<file path="src/rtl/if_stage.sv">
// RV32I instruction-fetch stage: owns the PC, drives the synchronous instruction memory, feeds IF/ID.
// Optional IF_MISALIGN_TRAP_EN: a misaligned redirect halts fetch and raises the sticky misaligned flag.
module if_stage #(
    parameter logic [31:0] RESET_PC = 32'h0000_0000
) (
    input  logic        clk,
    input  logic        rst_n,
    input  logic        if_enable,
    input  logic        redirect,
    input  logic [31:0] redirect_pc,
    output logic        inst_mem_enable,
    output logic [31:0] inst_mem_addr,
    input  logic [31:0] inst_mem_rdata,
    output logic        if_id_valid,
    output logic [31:0] if_id_pc,
    output logic [31:0] if_id_instruction,
    output logic        misaligned
);

    // state | meaning
    // BOOT  | one idle cycle after reset release, no fetch issued
    // RUN   | fetching, one instruction per cycle unless stalled
    // HALT  | misaligned redirect seen, fetch stopped until reset (trap build only)
`ifdef IF_MISALIGN_TRAP_EN
    typedef enum logic [1:0] {BOOT, RUN, HALT} state_t;
`else
    typedef enum logic [1:0] {BOOT, RUN} state_t;
`endif

    state_t      state;
    logic [31:0] pc;
    logic        resp_valid;
    logic [31:0] resp_pc;
    logic        hold_valid;
    logic [31:0] hold_instr;

    logic [31:0] target;
    logic        redirect_bad;
    logic        fetch;
    logic [31:0] fetch_addr;

`ifdef IF_MISALIGN_TRAP_EN
    logic misaligned_q;
    assign target       = redirect_pc;
    assign redirect_bad = redirect & (|redirect_pc[1:0]);
    assign misaligned   = misaligned_q;
`else
    logic unused_redirect_lsb;
    assign unused_redirect_lsb = ^redirect_pc[1:0];
    assign target       = {redirect_pc[31:2], 2'b00};
    assign redirect_bad = 1'b0;
    assign misaligned   = 1'b0;
`endif

    // Address depends only on control inputs and pc, never on read data.
    assign fetch_addr      = redirect ? target : pc;
    assign fetch           = (state == RUN) & (redirect | if_enable) & ~redirect_bad;
    assign inst_mem_enable = fetch;
    assign inst_mem_addr   = fetch_addr;

    assign if_id_valid       = resp_valid & ~redirect;
    assign if_id_pc          = resp_pc;
    assign if_id_instruction = hold_valid ? hold_instr : inst_mem_rdata;

    always_ff @(posedge clk or negedge rst_n) begin
        if (!rst_n) begin
            state      <= BOOT;
            pc         <= RESET_PC;
            resp_valid <= 1'b0;
            resp_pc    <= 32'h0;
            hold_valid <= 1'b0;
            hold_instr <= 32'h0;
`ifdef IF_MISALIGN_TRAP_EN
            misaligned_q <= 1'b0;
`endif
        end else begin
            case (state)
                BOOT: state <= RUN;
                RUN: begin
`ifdef IF_MISALIGN_TRAP_EN
                    if (redirect_bad) begin
                        state        <= HALT;
                        misaligned_q <= 1'b1;
                        resp_valid   <= 1'b0;
                        hold_valid   <= 1'b0;
                    end else
`endif
                    if (fetch) begin
                        pc         <= fetch_addr + 32'd4;
                        resp_valid <= 1'b1;
                        resp_pc    <= fetch_addr;
                        hold_valid <= 1'b0;
                    end else if (resp_valid && !hold_valid) begin
                        // Memory data is only valid one cycle; capture it for the rest of the stall.
                        hold_instr <= inst_mem_rdata;
                        hold_valid <= 1'b1;
                    end
                end
`ifdef IF_MISALIGN_TRAP_EN
                HALT: begin
                    resp_valid <= 1'b0;
                    hold_valid <= 1'b0;
                end
`endif
                default: state <= BOOT;
            endcase
        end
    end

endmodule

</file>
<file path="config.mk">
export PLATFORM = sky130hd
export DESIGN_NAME = if_stage
export DESIGN_NICKNAME = d
export VERILOG_FILES = /design/src/rtl/if_stage.sv
export SDC_FILE = /design/constraint.sdc
export NUM_CORES = 1
export LEC_CHECK = 0
export BUFFER_PORTS_ARGS = -buffer_cell sky130_fd_sc_hd__buf_2
export CORE_UTILIZATION = 40
export CTS_CLUSTER_DIAMETER = 30
export DETAILED_ROUTE_END_ITERATION = 8
export SLEW_MARGIN = 10
export SYNTH_ARGS = -nofsm -noshare
export SYNTH_HDL_FRONTEND = slang
export SYNTH_SLANG_ARGS = --single-unit
</file>
<file path="constraint.sdc">
create_clock -name clk -period 5.9 [get_ports clk]
set_clock_uncertainty 0.05 [all_clocks]
set_input_delay 1.18 -clock clk [delete_from_list [all_inputs] [get_ports clk]]
set_output_delay 1.18 -clock clk [all_outputs]
set_load 0.05 [all_outputs]
</file>
Word level (Yosys, flattened, before mapping)
Cells that the tools add are included.

Bits of input ports: 68. Output and inout port bits: 99. Bits in registers: 100.

Reduce and logical (&&, ||, !) cells: 7. Equality and inequality tests: 1. Bitwise operators: 5. Muxes and demuxes: 5. Add/sub/neg operators: 1.

Operators with widths (number): 32-bit 2-to-1 mux (2); 32-bit by 3-bit adder with 32-bit output (second input constant) (1); 2-bit one-hot mux with 2 select lines (1); 2-bit AND reduction (2); 3-bit AND reduction (1); 1-bit AND (2); 2-bit by 1-bit == test with 1-bit output (second input constant) (1); 2-bit zero test (1); 1-bit 2-to-1 mux (2); 1-bit NOT (2); 2-bit nonzero test (1); 1-bit logical AND (1); 1-bit zero test (1); 1-bit OR (1).

Logic depth before layout (Yosys ltp)
Gate-level depths: netlist (run 1).

Depth in word-level cells: 4. Mapped depth: 13. Depth with buffers taken out: 8.

Least setup slack after synthesis (run 1)
OpenSTA, ideal clock, no wires.

Kind: input -> register. Start: input port redirect. End: register pc[28]. Data required time: 5.755 ns. Setup slack: 2.146 ns. Path buffers: 5. Arrival time: 3.608 ns. Cell stages on the path: 13. Path through: buf_6 buf_8 buf_6 clkbuf_1 nand2b_1 nand2_1 ha_1 nand4_1 o22ai_4 nand4_1 buf_2 o21a_1 o31ai_1.

Elaborated cells on any way between the ends: 5.

RTL lines: start, declared (RTL line 9) `input logic redirect,`; 32-bit 2-to-1 mux (RTL line 56) `assign fetch_addr = redirect ? target : pc;`; via inst_mem_addr[3] (RTL line 12) `output logic [31:0] inst_mem_addr,`; 32-bit by 3-bit adder with 32-bit output (RTL line 89) `pc <= fetch_addr + 32'd4;`; end signal, assigned (RTL line 89); end, declared (RTL line 31) `logic [31:0] pc;`.

The timed path passes the listed nets, and every way through them passes these cells. A chain may end at the register's enable or synchronous reset.

Worst setup path after layout (run 1)
Start: input port redirect. End: output port inst_mem_addr[4].

Word-level cells in the longest chain between the ends: 1.

Ends and longest elaborated chain (RTL line): 32-bit 2-to-1 mux (56); end, declared (12).

Every way passes these cells.

==> key figures, run 1 <==
Outcome
  – Outcome: finished clean

Placed design
  – Port bufs: roughly 160
  – Placed cell count: approximately 830
  – RePlAce Congestion: between 0.7 and 0.8
  – Pre-CTS setup slack: approximately 1500 ps
  – Dpl hpwl: 9.23 mm

Cells and area
  – Area growth, synth to finish: 22.6%
  – Cell Count, Final, Fillers Out: between 800 and 900
  – Final Util: 50.3%
  – Diode count: 0
  – # nets final: about 740
  – Share of cells above drive strength 1: 40.5%

Setup path
  – CP max stage cell: buf_2
  – Required time of the critical path: 4670 ps
  – Crit path to: inst_mem_addr[4]
  – CP bufs+invs: 4
  – Worst R2R Setup Slack: 3110 ps
  – Critical Path Stages: 5
  – R2r worst-path depth: 7
  – Crit path max fanout: 49
  – Crit. Startpoint: redirect
  – Crit path DAT: about 3100 ps
  – RR Startpoint: pc[2]
  – Worst R2R End: pc[24]
  – Worst path max stage delay: between 500 and 600 ps
  – Setup crit start kind: input pin
  – Delay-heaviest family, CP: buffers and inverters
  – CP Cell Sequence: buf_2 > buf_4 > mux2i_1 > inv_1 > buf_2
  – Cell mode on critical path: buf_2
  – Setup crit end kind: primary output
  – Crit Path Category: input pin to primary output

Timing
  – RSZ-0062 raised after global routing: false
  – Final Hold Vio Count: 0
  – Fin Setup TNS: 0 ps
  – Final setup fails: 0
  – Fin. max-slew vios: 0
  – Minimum clock period: between 4000 and 5000 ps
  – Relative slew slack: 33.9%
  – Setup slack after layout: approximately 1600 ps
  – Worst-Margin Slew: between 900 and 1000 ps
  – Fmax: 230 MHz
  – Fin crit share: between 70 and 80%

Floorplanning
  – Io pins: 167
  – Site Rows: 42
  – Core area: approximately 13000 sq um
  – Die X: between 100 and 150 microns
  – Chip height: around 120 microns
  – Die ar.: 14100 sq um
  – Initial core utilization: 41.0%

Global route
  – Number of global-route vias before repair: around 4300
  – First-pass GRT wire length: 21.6 mm
  – Gr ovfl total: 0
  – Overall routing resource usage: between 10% and 20%
  – Initial antenna violation count: 0
  – Largest net degree at the start of global routing: around 110

Detailed routing
  – Pre-Repair DR Iteration Count: 4
  – Vias: 4369
  – ANT nets after route: 0
  – DR iter-0 viols: 157
  – Vias per inst: between 5 and 6
  – Routed wire length: approximately 13 mm
  – Per-cell routed wire length: about 15 microns
  – DRC: 0

CTS
  – CTS max path bufs: 2
  – CTS root buf: clkbuf_16
  – CTS clk-pin slew, worst paths: 60 ps
  – Post_cts resized: 0
  – H-tree levels: 3
  – Cts bufs inserted: 9
  – Worst skew pair latency: 350 ps
  – CTS Sinks: just under 100
  – Hold-fix buffers, CTS: 0
  – TritonCTS clock tree: yes
  – # Post-CTS Setup Buffers: 0

Synth
  – Cell Area, Synth: roughly 5400 sq um
  – Yosys Warn Count: 0
  – Post-synth net total: 590
  – Yosys reg bits: just under 100
  – Syn Area/Cell: about 10 sq um
  – Seq/Total Area, Yosys: between 40 and 50%
  – Synthesized instance count: approximately 520
  – Number of synthesized flops with an enable pin: 0
  – Ys async rst share: 100%
  – Most used flip-flop cell after synthesis: dfrtp_1
  – Synth unique cells: between 50 and 60

Power
  – Power Total: 2.36 mW
  – Max IR drop VDD: between 0.15 and 0.2 mV
  – Leakage: roughly 3.3 nW
  – Power Density: 354 nW/um^2

Job
  – Number of max-cap violations: 0

Min path
  – Hold Path Class: register to register
==> registers in the layout (all words and copies together) (netlist names) <==
| signal | cells |
|---|---|
| hold_instr | 32 |
| pc | 32 |
| if_id_pc | 30 |
| hold_valid | 1 |
| resp_valid | 1 |
| state | 1 |
==> metrics by stage <==
step / area, sq um / hold slack (ps)
floorplan: 5430 / 398
global placement: 6340 / 408
detailed placement: 6340 / 411
CTS: 6660 / 430
global route: 6660 / 447
finish: 6660 / 425
==> cell type report <==
type                    count  area, sq um
clock buffers              12          267
multi-input cells         364         2740
flip-flops and latches     97         2430
inverters                  27          101
repair buffers            168          856
well taps                 176          220
clock inverters             4         50.0
fillers                  1273         6580
==> worst min-delay path by stage <==
| stage | from | endpoint | slack, ps | depth (start not counted) |
|---|---|---|---|---|
| floorplan | pc[31] | pc[31] | 400 | 2 |
| global placement | if_id_pc[26] | if_id_pc[26] | 410 | 2 |
| detailed placement | if_id_pc[21] | if_id_pc[21] | 410 | 1 |
| CTS | if_id_pc[25] | if_id_pc[25] | 430 | 1 |
| global route | if_id_pc[25] | if_id_pc[25] | 450 | 1 |
| finish | if_id_pc[25] | if_id_pc[25] | 430 | 1 |
==> kinds of logic after synthesis <==
group / Yosys count / synth area share, %
other: 2 / 0.138
muxes: 92 / 18.5
adders and majority gates: 1 / 0.230
buffers and inverters: 60 / 5.25
xor gates and xnor gates: 17 / 2.74
and+or+nand+nor: 167 / 17.4
DFF: 97 / 44.7
AOI/OAI and AO/OA: 85 / 11.0
==> synth_stat cells (6+ instances only) <==
cell,number,area share [%]
inv_1,27,1.9
mux2_2,67,14
xnor2_1,16,2.6
nand2_1,76,5.3
nand3_1,25,2.3
dfrtp_1,97,45
nand3b_1,11,1.5
mux2i_1,23,4.2
nor2_1,8,0.55
clkbuf_1,17,1.2
buf_2,6,0.55
nand4_1,12,1.4
o21ai_0,40,3.7
a21o_1,6,0.83
==> cells in the final DEF, fill, tap and decap left out, drive strengths merged, types with 5 or more instances in the layout <==
cell	count
a21o	6
a21oi	6
a22oi	11
buf	168
clkbuf	12
dfrtp	97
inv	27
mux2	69
mux2i	23
nand2	77
nand3	25
nand3b	13
nand4	15
nand4b	5
nor2	8
o21ai	41
or4	5
xnor2	16
==> routing by layer <==
metal	part of all wire, %	track usage (%)	vias to the layer above
met5	0	0	-
met4	1.9	7.12	0
met3	4.0	4.01	18
met2	48	30.6	100
met1	47	26.0	2121
li1	-	-	2130
==> power breakdown <==
part	switching, mW	total [mW]	internal [mW]
Sequential	0.0908	0.885	0.795
Clock	0.257	0.620	0.363
Combinational	0.602	0.853	0.251
Total	0.950	2.36	1.41
(Power assumes the default switching activity.)
==> run 2: changes to the inputs <==
- ABC_AREA: not set -> 1
- PLACE_DENSITY: not set -> 0.68
- clock period: 5.9 -> 3.95 ns (I/O delays scaled with it)
==> key figures, run 2 <==
Timing
  – Minimum clock period: between 2000 and 3000 ps
  – Fin. max-slew vios: 0
  – RSZ-0062 raised after global routing: false
  – Fin crit share: 74.0%
  – Final Hold Vio Count: 0
  – Worst-Margin Slew: 989 ps
  – Fin Setup TNS: 0 ps
  – Fmax: 342 MHz
  – Relative slew slack: around a third
  – Final setup fails: 0

Synth
  – Most common cell in the netlist: nand2_1
  – Ys async rst share: 100%
  – Cell Area, Synth: ~5200 sq um
  – Number of synthesized flops with an enable pin: 0
  – Synthesized instance count: just over 700
  – Syn Area/Cell: just over 7 sq um
  – Synth area leader: dfrtp_1
  – Yosys reg bits: between 90 and 100
  – Post-synth top area share: between 40 and 50%
  – Post-synth net total: roughly 800
  – Most used flip-flop cell after synthesis: dfrtp_1
  – Seq/Total Area, Yosys: 46.5%
  – Synth top cells by count: nand2_1, dfrtp_1, o21ai_0
  – Synth unique cells: 30
  – Yosys Warn Count: 0
  – Synth top area cells: dfrtp_1, nand2_1, o21ai_0, inv_1, nor2_1

CTS
  – Post_cts resized: 0
  – Cts bufs inserted: 9
  – # Post-CTS Setup Buffers: 0
  – CTS clk-pin slew, worst paths: around 60 ps
  – Worst skew pair latency: between 300 and 400 ps
  – Hold-fix buffers, CTS: 0
  – H-tree levels: 3
  – CTS max path bufs: 2
  – CTS Sinks: 97
  – TritonCTS clock tree: yes
  – CTS root buf: clkbuf_16

Detailed routing
  – ANT nets after route: 0
  – WL met2: around 5.7 mm
  – Per-cell routed wire length: 12.4 microns
  – DR iter-0 viols: 335
  – M1 WL: 6.24 mm
  – Pre-Repair DR Iteration Count: 5
  – Vias per inst: ~4.6
  – Highest routed layer: met4
  – Met3 WL: between 800 and 900 microns
  – DRC: 0
  – Vias: around 4900
  – Routed wire length: between 10 and 15 mm

Cells and area
  – Final instance area: ~6400 sq um
  – Most frequent cells in the layout: nand2_1, buf_2, dfrtp_1
  – Area growth, synth to finish: 23.3%
  – Share of cells above drive strength 1: 26.0%
  – Diode count: 0
  – # nets final: 941
  – Commonest non-fill, non-tap cell in the layout: nand2_1

Floorplanning
  – Die X: about 120 microns
  – Chip height: ~120 microns
  – Die ar.: between 10000 and 15000 sq um
  – Site Rows: 41
  – Initial core utilization: 41.2%
  – Io pins: between 150 and 200
  – Core area: between 10000 and 15000 sq um

Global route
  – Gr ovfl total: 0
  – Overall routing resource usage: 20.2%
  – Initial antenna violation count: 0
  – Number of global-route vias before repair: ~4400
  – First-pass GRT wire length: ~21 mm
  – Largest net degree at the start of global routing: 66

Power
  – Max IR drop VDD: around 0.24 mV
  – Leakage: around 3.4 nW
  – Power Density: 493 nW/um^2

Job
  – Number of max-cap violations: 0

Min path
  – Hold Path Class: register to register

Placed design
  – Placed cell area: just over 6000 sq um
  – RePlAce Congestion: 0.906
  – Dpl hpwl: 9.24 mm
  – Port bufs: 163

Setup path
  – Setup crit end kind: primary output
  – Crit Path Category: input pin to primary output
  – Crit path max fanout: 30
  – Setup crit start kind: input pin
  – Required time of the critical path: between 3000 and 4000 ps
  – Crit path DAT: between 2000 and 2500 ps

Outcome
  – Outcome: finished clean
## run 2: cell types whose count changed in the layout (fill, tap and decap cells not counted), moves of 17 or more
cell	before	now
nor2_1	8	61
nand2_2	1	24
inv_1	27	75
mux2_2	67	0
mux2i_1	23	0
nand2_1	76	260
o21ai_0	40	79
nand3_1	25	42
## run 2: cells by family after synthesis
family / count (synthesis) / synth area share, %
DFF: 97 / 46.5
AOI/OAI and AO/OA: 103 / 10.6
other: 2 / 0.144
buffers and inverters: 113 / 9.18
and+or+nand+nor: 411 / 33.4
adders and majority gates: 1 / 0.240
## run 2: worst max-delay path, cell delays in order
cell	delay (ps)
buf_2	190
buf_4	390
o21ai_0	290
inv_1	130
buf_2	270
## run 2: area by class of cell
cell class	count	area, sq um
clock buffer	12	256
clock inverter	3	40.0
fill	1266	6230
inverter	77	289
multi-input combinational	517	2330
sequential	97	2430
tap	172	215
timing repair buffer	170	883
## run 2: routing by layer
layer / track usage, % / vias up
met4: 7.09 / 0
met1: 28.3 / 2143
li1: - / 2558
met5: 0 / -
met3: 3.53 / 13
met2: 31.4 / 159
## run 2: worst paths after layout
kind                                   start           endpoint  slack [ps]  cells after the start
worst max-delay path                redirect  inst_mem_addr[30]        1030                      5
worst min-delay path            if_id_pc[20]       if_id_pc[20]         430                      2
worst max register to register    hold_valid     hold_instr[11]        1660                      4
worst min register to register  if_id_pc[20]       if_id_pc[20]         430                      2
max in group asynchronous              rst_n       if_id_pc[20]        2660                      2
min in group asynchronous              rst_n     hold_instr[23]         510                      1
## run 2: power breakdown
part	switching (mW)	internal [mW]
Sequential	0.0808	1.15
Combinational	0.814	0.248
Clock	0.358	0.520
Total	1.25	1.92
## run 2: through the flow
| stage | worst slack, ps | utilization (%) | cells | hold WS [ps] | total power [mW] |
|---|---|---|---|---|---|
| CTS | 1010 | 50.8 | 1048 | 432 | 3.21 |
| floorplan | 1200 | - | 727 | 394 | 2.05 |
| global placement | 1010 | 48.5 | 1033 | 413 | 2.31 |
| detailed placement | 977 | 48.5 | 1033 | 410 | 2.32 |
| global route | 926 | 50.8 | 1048 | 443 | 3.36 |
| finish | 1030 | 50.8 | 1048 | 427 | 3.17 |
